File: src/rtl/prog_instruction_memory_if.sv
// Load and fetch port bundle for the program instruction memory.
// The master side (sequencer/loader) drives requests; the slave side is the memory.
interface prog_instruction_memory_if #(
  parameter int ADDR_W  = 4,
  parameter int INSTR_W = 8
);
  logic               ld_start;
  logic               ld_valid;
  logic [INSTR_W-1:0] ld_data;
  logic               ld_ready;
  logic               ld_done;
  logic               fetch_req;
  logic [ADDR_W-1:0]  fetch_addr;
  logic               fetch_valid;
  logic [INSTR_W-1:0] instr;
  logic               busy;

  modport master (
    output ld_start, ld_valid, ld_data, fetch_req, fetch_addr,
    input  ld_ready, ld_done, fetch_valid, instr, busy
  );

  modport slave (
    input  ld_start, ld_valid, ld_data, fetch_req, fetch_addr,
    output ld_ready, ld_done, fetch_valid, instr, busy
  );
endinterface

File: src/rtl/prog_instruction_memory.sv
// Program store: sequential word-by-word loader (IDLE/LOAD/DONE) plus a
// single-cycle-latency fetch port that is only serviced while IDLE.
module prog_instruction_memory #(
  parameter int ADDR_W  = 4,
  parameter int INSTR_W = 8
) (
  input  logic                      clk,
  input  logic                      rst,
  prog_instruction_memory_if.slave  bus
);
  localparam int DEPTH = 2 ** ADDR_W;

  typedef enum logic [1:0] {
    IDLE = 2'd0,
    LOAD = 2'd1,
    DONE = 2'd2
  } state_t;

  state_t             state_q, state_d;
  logic [ADDR_W-1:0]  ptr_q, ptr_d;
  logic               fetch_valid_q, fetch_valid_d;
  logic [INSTR_W-1:0] instr_q, instr_d;
  logic               wr_en;

  // Contents start cleared and are deliberately untouched by rst.
  logic [INSTR_W-1:0] mem [DEPTH] = '{default: '0};

  always_comb begin
    state_d       = state_q;
    ptr_d         = ptr_q;
    fetch_valid_d = 1'b0;
    instr_d       = instr_q;
    wr_en         = 1'b0;
    unique case (state_q)
      IDLE: begin
        if (bus.fetch_req) begin
          fetch_valid_d = 1'b1;
          instr_d       = mem[bus.fetch_addr];
        end
        if (bus.ld_start) begin
          ptr_d   = '0;
          state_d = LOAD;
        end
      end
      LOAD: begin
        // A restart wins over a word offered in the same cycle.
        if (bus.ld_start) begin
          ptr_d = '0;
        end else if (bus.ld_valid) begin
          wr_en = 1'b1;
          ptr_d = ptr_q + 1'b1;
          if (ptr_q == ADDR_W'(DEPTH - 1)) begin
            state_d = DONE;
          end
        end
      end
      DONE: begin
        state_d = IDLE;
      end
      default: begin
        state_d = IDLE;
      end
    endcase
  end

  always_ff @(posedge clk) begin
    if (rst) begin
      state_q       <= IDLE;
      ptr_q         <= '0;
      fetch_valid_q <= 1'b0;
      instr_q       <= '0;
    end else begin
      state_q       <= state_d;
      ptr_q         <= ptr_d;
      fetch_valid_q <= fetch_valid_d;
      instr_q       <= instr_d;
    end
  end

  always_ff @(posedge clk) begin
    if (wr_en && !rst) begin
      mem[ptr_q] <= bus.ld_data;
    end
  end

  assign bus.ld_ready    = (state_q == LOAD);
  assign bus.ld_done     = (state_q == DONE);
  assign bus.busy        = (state_q != IDLE);
  assign bus.fetch_valid = fetch_valid_q;
  assign bus.instr       = instr_q;
endmodule

File: src/flat_wrapper.sv
// flat-port wrapper written by rule: the top's interface ports become plain ports
module prog_instruction_memory_flat 
#(
  parameter int ADDR_W  = 4,
  parameter int INSTR_W = 8
)
  (clk, rst, bus_ld_start, bus_ld_valid, bus_ld_data, bus_fetch_req, bus_fetch_addr, bus_ld_ready, bus_ld_done, bus_fetch_valid, bus_instr, bus_busy);
  prog_instruction_memory_if #(.ADDR_W(ADDR_W), .INSTR_W(INSTR_W)) bus_i ();
  input  logic clk;
  input  logic rst;
  input wire logic [$bits(bus_i.ld_start)-1:0] bus_ld_start;
  input wire logic [$bits(bus_i.ld_valid)-1:0] bus_ld_valid;
  input wire logic [$bits(bus_i.ld_data)-1:0] bus_ld_data;
  input wire logic [$bits(bus_i.fetch_req)-1:0] bus_fetch_req;
  input wire logic [$bits(bus_i.fetch_addr)-1:0] bus_fetch_addr;
  output wire logic [$bits(bus_i.ld_ready)-1:0] bus_ld_ready;
  output wire logic [$bits(bus_i.ld_done)-1:0] bus_ld_done;
  output wire logic [$bits(bus_i.fetch_valid)-1:0] bus_fetch_valid;
  output wire logic [$bits(bus_i.instr)-1:0] bus_instr;
  output wire logic [$bits(bus_i.busy)-1:0] bus_busy;
  assign bus_i.ld_start = bus_ld_start;
  assign bus_i.ld_valid = bus_ld_valid;
  assign bus_i.ld_data = bus_ld_data;
  assign bus_i.fetch_req = bus_fetch_req;
  assign bus_i.fetch_addr = bus_fetch_addr;
  assign bus_ld_ready = bus_i.ld_ready;
  assign bus_ld_done = bus_i.ld_done;
  assign bus_fetch_valid = bus_i.fetch_valid;
  assign bus_instr = bus_i.instr;
  assign bus_busy = bus_i.busy;
  prog_instruction_memory #(.ADDR_W(ADDR_W), .INSTR_W(INSTR_W)) u_core (.clk(clk), .rst(rst), .bus(bus_i));
endmodule
File: config.mk
export PLATFORM = sky130hd
export DESIGN_NAME = prog_instruction_memory_flat
export DESIGN_NICKNAME = d
export VERILOG_FILES = /design/src/rtl/prog_instruction_memory_if.sv /design/src/rtl/prog_instruction_memory.sv /design/src/flat_wrapper.sv
export SDC_FILE = /design/constraint.sdc
export NUM_CORES = 1
export LEC_CHECK = 0
export CAP_MARGIN = 10
export CORE_UTILIZATION = 34
export CTS_CLUSTER_DIAMETER = 60
export CTS_CLUSTER_SIZE = 16
export DETAILED_ROUTE_END_ITERATION = 8
export GPL_TIMING_DRIVEN = 0
export SLEW_MARGIN = 20
export SYNTH_ARGS = -nofsm -noshare
export SYNTH_HDL_FRONTEND = slang
export SYNTH_SLANG_ARGS = --single-unit
File: constraint.sdc
create_clock -name clk -period 4.85 [get_ports clk]
set_input_delay 0.97 -clock clk [delete_from_list [all_inputs] [get_ports clk]]
set_output_delay 0.97 -clock clk [all_outputs]
set_load 0.02 [all_outputs]
=== Word level (Yosys, flattened, before mapping) ===
Memory sizes are Yosys's and may differ from the RTL's. A register that Yosys moved wholly into a read port is not among the register bits.
Index checks and enable logic that the tools add are counted.

* Add/sub/neg operators: 1
* $mul: 0
* Divide/modulo/power cells: 0
* Order comparisons: 0
* Equal/unequal tests: 8
* Shift-type cells: 0
* Muxes and demuxes: 15
* Bitwise gates (word level): 1
* Reductions and logical operators: 9

{| class="wikitable"
|+ Operator list
! operator !! count
|-
| 4-bit two-way mux || 3
|-
| 2-bit two-way mux || 4
|-
| 4-bit one-hot mux with 2 select lines || 1
|-
| 1-bit two-way mux || 6
|-
| 2-bit != test (second input constant) || 3
|-
| 4-bit by 1-bit adder with 4-bit output (second input constant) || 1
|-
| 4-bit == test (second input constant) || 1
|-
| 2-bit one-hot mux with 2 select lines || 1
|-
| 4-bit AND reduction || 1
|-
| 2-bit nonzero test || 2
|-
| 3-bit != test (second input constant) || 1
|-
| 3-bit AND reduction || 1
|-
| 2-bit by 1-bit == test with 1-bit output (second input constant) || 1
|-
| 2-bit == test (second input constant) || 1
|-
| 2-bit logical NOT || 1
|-
| 2-bit by 1-bit != test with 1-bit output (second input constant) || 1
|-
| 2-bit AND reduction || 1
|-
| 2-bit OR reduction || 1
|-
| 1-bit logical AND || 1
|-
| 1-bit logical NOT || 1
|-
| 1-bit NOT || 1
|}

* Flip-flop bits (word level): 7
* Latch bits: 0
* Bits in writable memories: 128
* Bits in read-only memories: 0
* Input port bits: 17
* Output and inout bits: 12
* Logic and storage cells: 38
* Memories: 1

{| class="wikitable"
|+ Memory list
! name !! words !! bits a word !! rd ports !! clocked after memory_dff !! wr ports !! line !! text
|-
| u_core.mem || 16 || 8 || 1 || 1 || 1 || prog_instruction_memory.sv:26 || <nowiki>logic [INSTR_W-1:0] mem [DEPTH] = '{default: '0};</nowiki>
|}

=== Logic depth before layout (Yosys ltp) ===
* Word-level depth: 6
* Mapped depth: 7
* Mapped depth without buffers: 4

=== Least setup slack after synthesis ===
OpenSTA, ideal clock, no wires.

* Path type: in2reg
* From: input port bus_ld_start
* To: memory u_core.mem[3][0] (enable)
* Library setup time: 0.383 ns
* Data arrival time: 2.161 ns
* Data required time: 4.467 ns
* Path slack: 2.306 ns
* Cell stages on the path: 4
* Path buffers: 0
* Cells stage by stage: nand2b_1 -> nor3_2 -> nand2_1 -> nor3_1

* Word-level cells in the longest chain between the ends: 5

{| class="wikitable"
|+ Ends and longest elaborated chain
! what !! line !! text
|-
| from (decl) || flat_wrapper.sv:11 || <nowiki>input wire logic [$bits(bus_i.ld_start)-1:0] bus_ld_start;</nowiki>
|-
| 1-bit two-way mux || prog_instruction_memory.sv:47 || <nowiki>if (bus.ld_start) begin</nowiki>
|-
| 1-bit two-way mux || prog_instruction_memory.sv:34 || <nowiki>unique case (state_q)</nowiki>
|-
| 1-bit logical AND || prog_instruction_memory.sv:81 || <nowiki>if (wr_en && !rst) begin</nowiki>
|-
| 1-bit two-way mux || prog_instruction_memory.sv:81 ||
|-
| 1-bit two-way mux (implied by the code) || prog_instruction_memory.sv:82 || <nowiki>mem[ptr_q] <= bus.ld_data;</nowiki>
|-
| to (decl) || prog_instruction_memory.sv:26 ||
|}

Every way passes these cells.

=== Worst setup path in the final report ===
* From: input port rst
* To: memory u_core.mem[7][1] (enable)

* Word-level cells in the longest chain between the ends: 4

{| class="wikitable"
|+ Ends and longest elaborated chain
! what !! line !! text
|-
| from (decl) || flat_wrapper.sv:10 || <nowiki>input logic rst;</nowiki>
|-
| 1-bit logical NOT || prog_instruction_memory.sv:81 ||
|-
| 1-bit logical AND || prog_instruction_memory.sv:81 ||
|-
| 1-bit two-way mux || prog_instruction_memory.sv:81 ||
|-
| 1-bit two-way mux (implied by the code) || prog_instruction_memory.sv:82 ||
|}

Every way passes these cells.

==> metrics.yaml <==
power:
  p_total_mw: 2.980
  p_switching_mw: 0.5526
  ir_drop_v: 0.0002287
  p_per_area_nw_per_um2: 434.1
  combPwrFrac: 0.046
  power.share.switching: 0.1854
  power.leakage_nw: 2.270
  p_seq_frac: 0.455
  p_int_mw: 2.428
  power_frac_clock: 0.499
hold_path:
  min_path_cells: 2
  hold_path_class: "reg2reg"
yosys:
  yosysWarnings: 0
  synthCells: 299
  ys.flop_type: "edfxtp_1"
  yosys_register_bits: 143
  ys_types: 36
  syn_area_um2: 5635
  syn_area_per_cell_um2: 18.85
  async_flop_share: 0
  syn-num-nets: 320
  synth_seq_area_share: 0.7353
  synth_edf_count: 128
sta:
  finalSetupTns_ns: 0
  fmax_ghz: 0.3423
  hold_viol_final: 0
  layout_min_cycle_time_ns: 2.921
  clock_skew_ns: 0.004965
  post-route-period-util: 0.6023
  slew_headroom: 0.3662
  worst_slack_ns: 1.929
  worstMarginPinSlew_ns: 0.9507
  rsz0062_at_grt: "no"
  drv_slew: 0
  setup_viol: 0
flow_run:
  drv_cap: 0
drt:
  drt_iter0_markers: 218
  ant_nets: 0
  dr_total_vias: 2759
  drc: 0
  postRouteWirelength_um: 11310
  wl_per_cell_um: 19.77
  vias_per_cell: 4.823
  drt_pass1_iterations: 4
floorplan:
  dieHeight_um: 130.7
  dieArea_um2: 17090
  coreArea_um2: 16060
  num_rows: 46
  io_pins: 29
  start_util: 0.3509
  fp.dieW_um: 130.7
cts:
  cts_tree: "done"
  cts_buffers: 17
  path_clk_slew_ns: 0.05
  clk_latency_ns: 0.41
  clock-sinks: 143
  cts_hold_buf: 0
  clockRootBuffer: "clkbuf_16"
  post_cts_resized: 0
  htreeDepth: 4
  postCtsSetupRepairBufs: 0
  clk_path_buf_depth: 2
global_route:
  grt_first_pass_wirelength_um: 17370
  grt_pass1_vias: 2889
  grt_max_degree: 17
  grt-ovfl-total: 0
  antenna_found_initial: 0
  grt_use_total: 0.1472
placement:
  placed_cells: 540
  io_buffers: 25
  place_congestion: 0.7696
  dp_hpwl_um: 7322
  preCtsSetupSlack_ns: 1.452
worst_setup_path:
  cp_max_fo: 8
  worstPathArrival_ns: 2.96
  worstSetupEndpointType: "flop"
  r2r_cells: 4
  critPathRequiredTime_ns: 4.88
  crit_type: "in2reg"
  cp-start-kind: "primary input"
layout:
  final_cells: 572
  area_growth_pct: 21.82
  drive_above_1_share: 0.1938
  diodes: 0
  num-fill-cells: 1372
  fin_nets: 364
run_status:
  outcome: "complete, no violations"
## cell usage in the layout, fill, tap and decap left out, types with 2 or more instances in the layout
| cell type | n |
|---|---|
| edfxtp_1 | 128 |
| clkdlybuf4s50_1 | 25 |
| mux2i_1 | 24 |
| mux4_2 | 18 |
| clkbuf_16 | 17 |
| nor2_1 | 16 |
| dfxtp_1 | 15 |
| nand2b_1 | 11 |
| o21ai_1 | 9 |
| a22oi_1 | 8 |
| nand2_1 | 7 |
| a32oi_1 | 7 |
| mux4_1 | 6 |
| bufinv_16 | 6 |
| inv_1 | 5 |
| nor3_2 | 5 |
| a21oi_1 | 5 |
| clkbuf_1 | 4 |
| buf_2 | 4 |
| ha_1 | 4 |
| clkbuf_8 | 4 |
| nor2b_1 | 3 |
| buf_6 | 3 |
| buf_4 | 2 |
| clkinv_2 | 2 |
| clkinvlp_4 | 2 |
## cell usage after synthesis, types with 2 or more instances
master,instances,area share
a21oi_1,5,0.0044
a22oi_1,8,0.011
a32oi_1,7,0.011
buf_2,4,0.0036
buf_4,2,0.0027
buf_6,3,0.0060
clkbuf_1,3,0.0020
dfxtp_1,15,0.053
edfxtp_1,128,0.68
ha_1,4,0.0089
inv_1,5,0.0033
mux2i_1,24,0.043
mux4_1,6,0.028
mux4_2,18,0.072
nand2_1,7,0.0047
nand2b_1,11,0.012
nor2_1,16,0.011
nor2b_1,3,0.0033
nor3_1,5,0.0044
o21ai_1,9,0.0080
## per-stage QoR
step / instance area (um^2) / hold WS [ns] / util
after floorplan: 5635 / 0.4930 / -
after global placement: 6156 / 0.4948 / 0.3834
after detailed placement: 6176 / 0.4887 / 0.3846
after CTS: 6865 / 0.5040 / 0.4275
after global routing: 6865 / 0.5232 / 0.4275
final: 6865 / 0.5017 / 0.4275
## cells by family (layout without fill, tap and decap cells)
kind of cell,Yosys count,count (layout),share of synthesized area
simple gates,51,51,0.04885
fa+ha+maj,4,4,0.008881
flops,143,143,0.7353
mux,48,48,0.1425
xor+xnor,1,1,0.001554
compound gates,33,33,0.04107
buf+inv,19,76,0.02176
## power by group through the flow
stage,clock [mW],sequential (mW),combinational (mW)
6_report,1.49,1.35,0.137
5_1_grt,1.56,1.36,0.147
4_1_cts,1.51,1.35,0.140
3_5_place_dp,0,1.38,0.140
3_3_place_gp,0,1.38,0.137
2_1_floorplan,0,1.39,0.0682
## state kept, by name, summed over array words and instances, names as in the netlist
register,cells
u_core.mem,128
u_core.bus.instr,8
u_core.ptr_q,4
u_core.state_q,2
u_core.bus.fetch_valid,1
## critical path, cell delays in order
cell             delay, ns
clkdlybuf4s50_1       0.54
nor3_2                0.45
nand2_1               0.26
nor2_1                0.74
## cell type report
class	count	area (um^2)	share of cell area
multi-input combinational	137	1389	0.2023
tap	216	270.3	0.03937
buffer	14	103.9	0.01513
timing repair buffer	25	250.2	0.03645
clock buffer	22	484.2	0.07053
sequential	143	4144	0.6036
inverter	5	18.77	0.002734
clock inverter	10	205.2	0.02989
## routing by layer
layer | vias to the layer above | GRT usage | part of all wire
met5 | - | 0 | 0
met4 | 0 | 0.05882 | 0.0093
met3 | 8 | 0.03502 | 0.043
met2 | 69 | 0.2325 | 0.50
met1 | 1390 | 0.1965 | 0.45
li1 | 1292 | - | -
## worst paths after layout
kind	startpoint	endpoint	slack [ns]
setup / recovery	rst	u_core.mem[7][1]	1.93
hold / removal	u_core.bus.instr[1]	u_core.bus.instr[1]	0.50
setup reg to reg	u_core.state_q[1]	u_core.mem[7][1]	2.48
hold reg to reg	u_core.bus.instr[1]	u_core.bus.instr[1]	0.50
No activity file was read; power rests on OpenSTA's default activity.
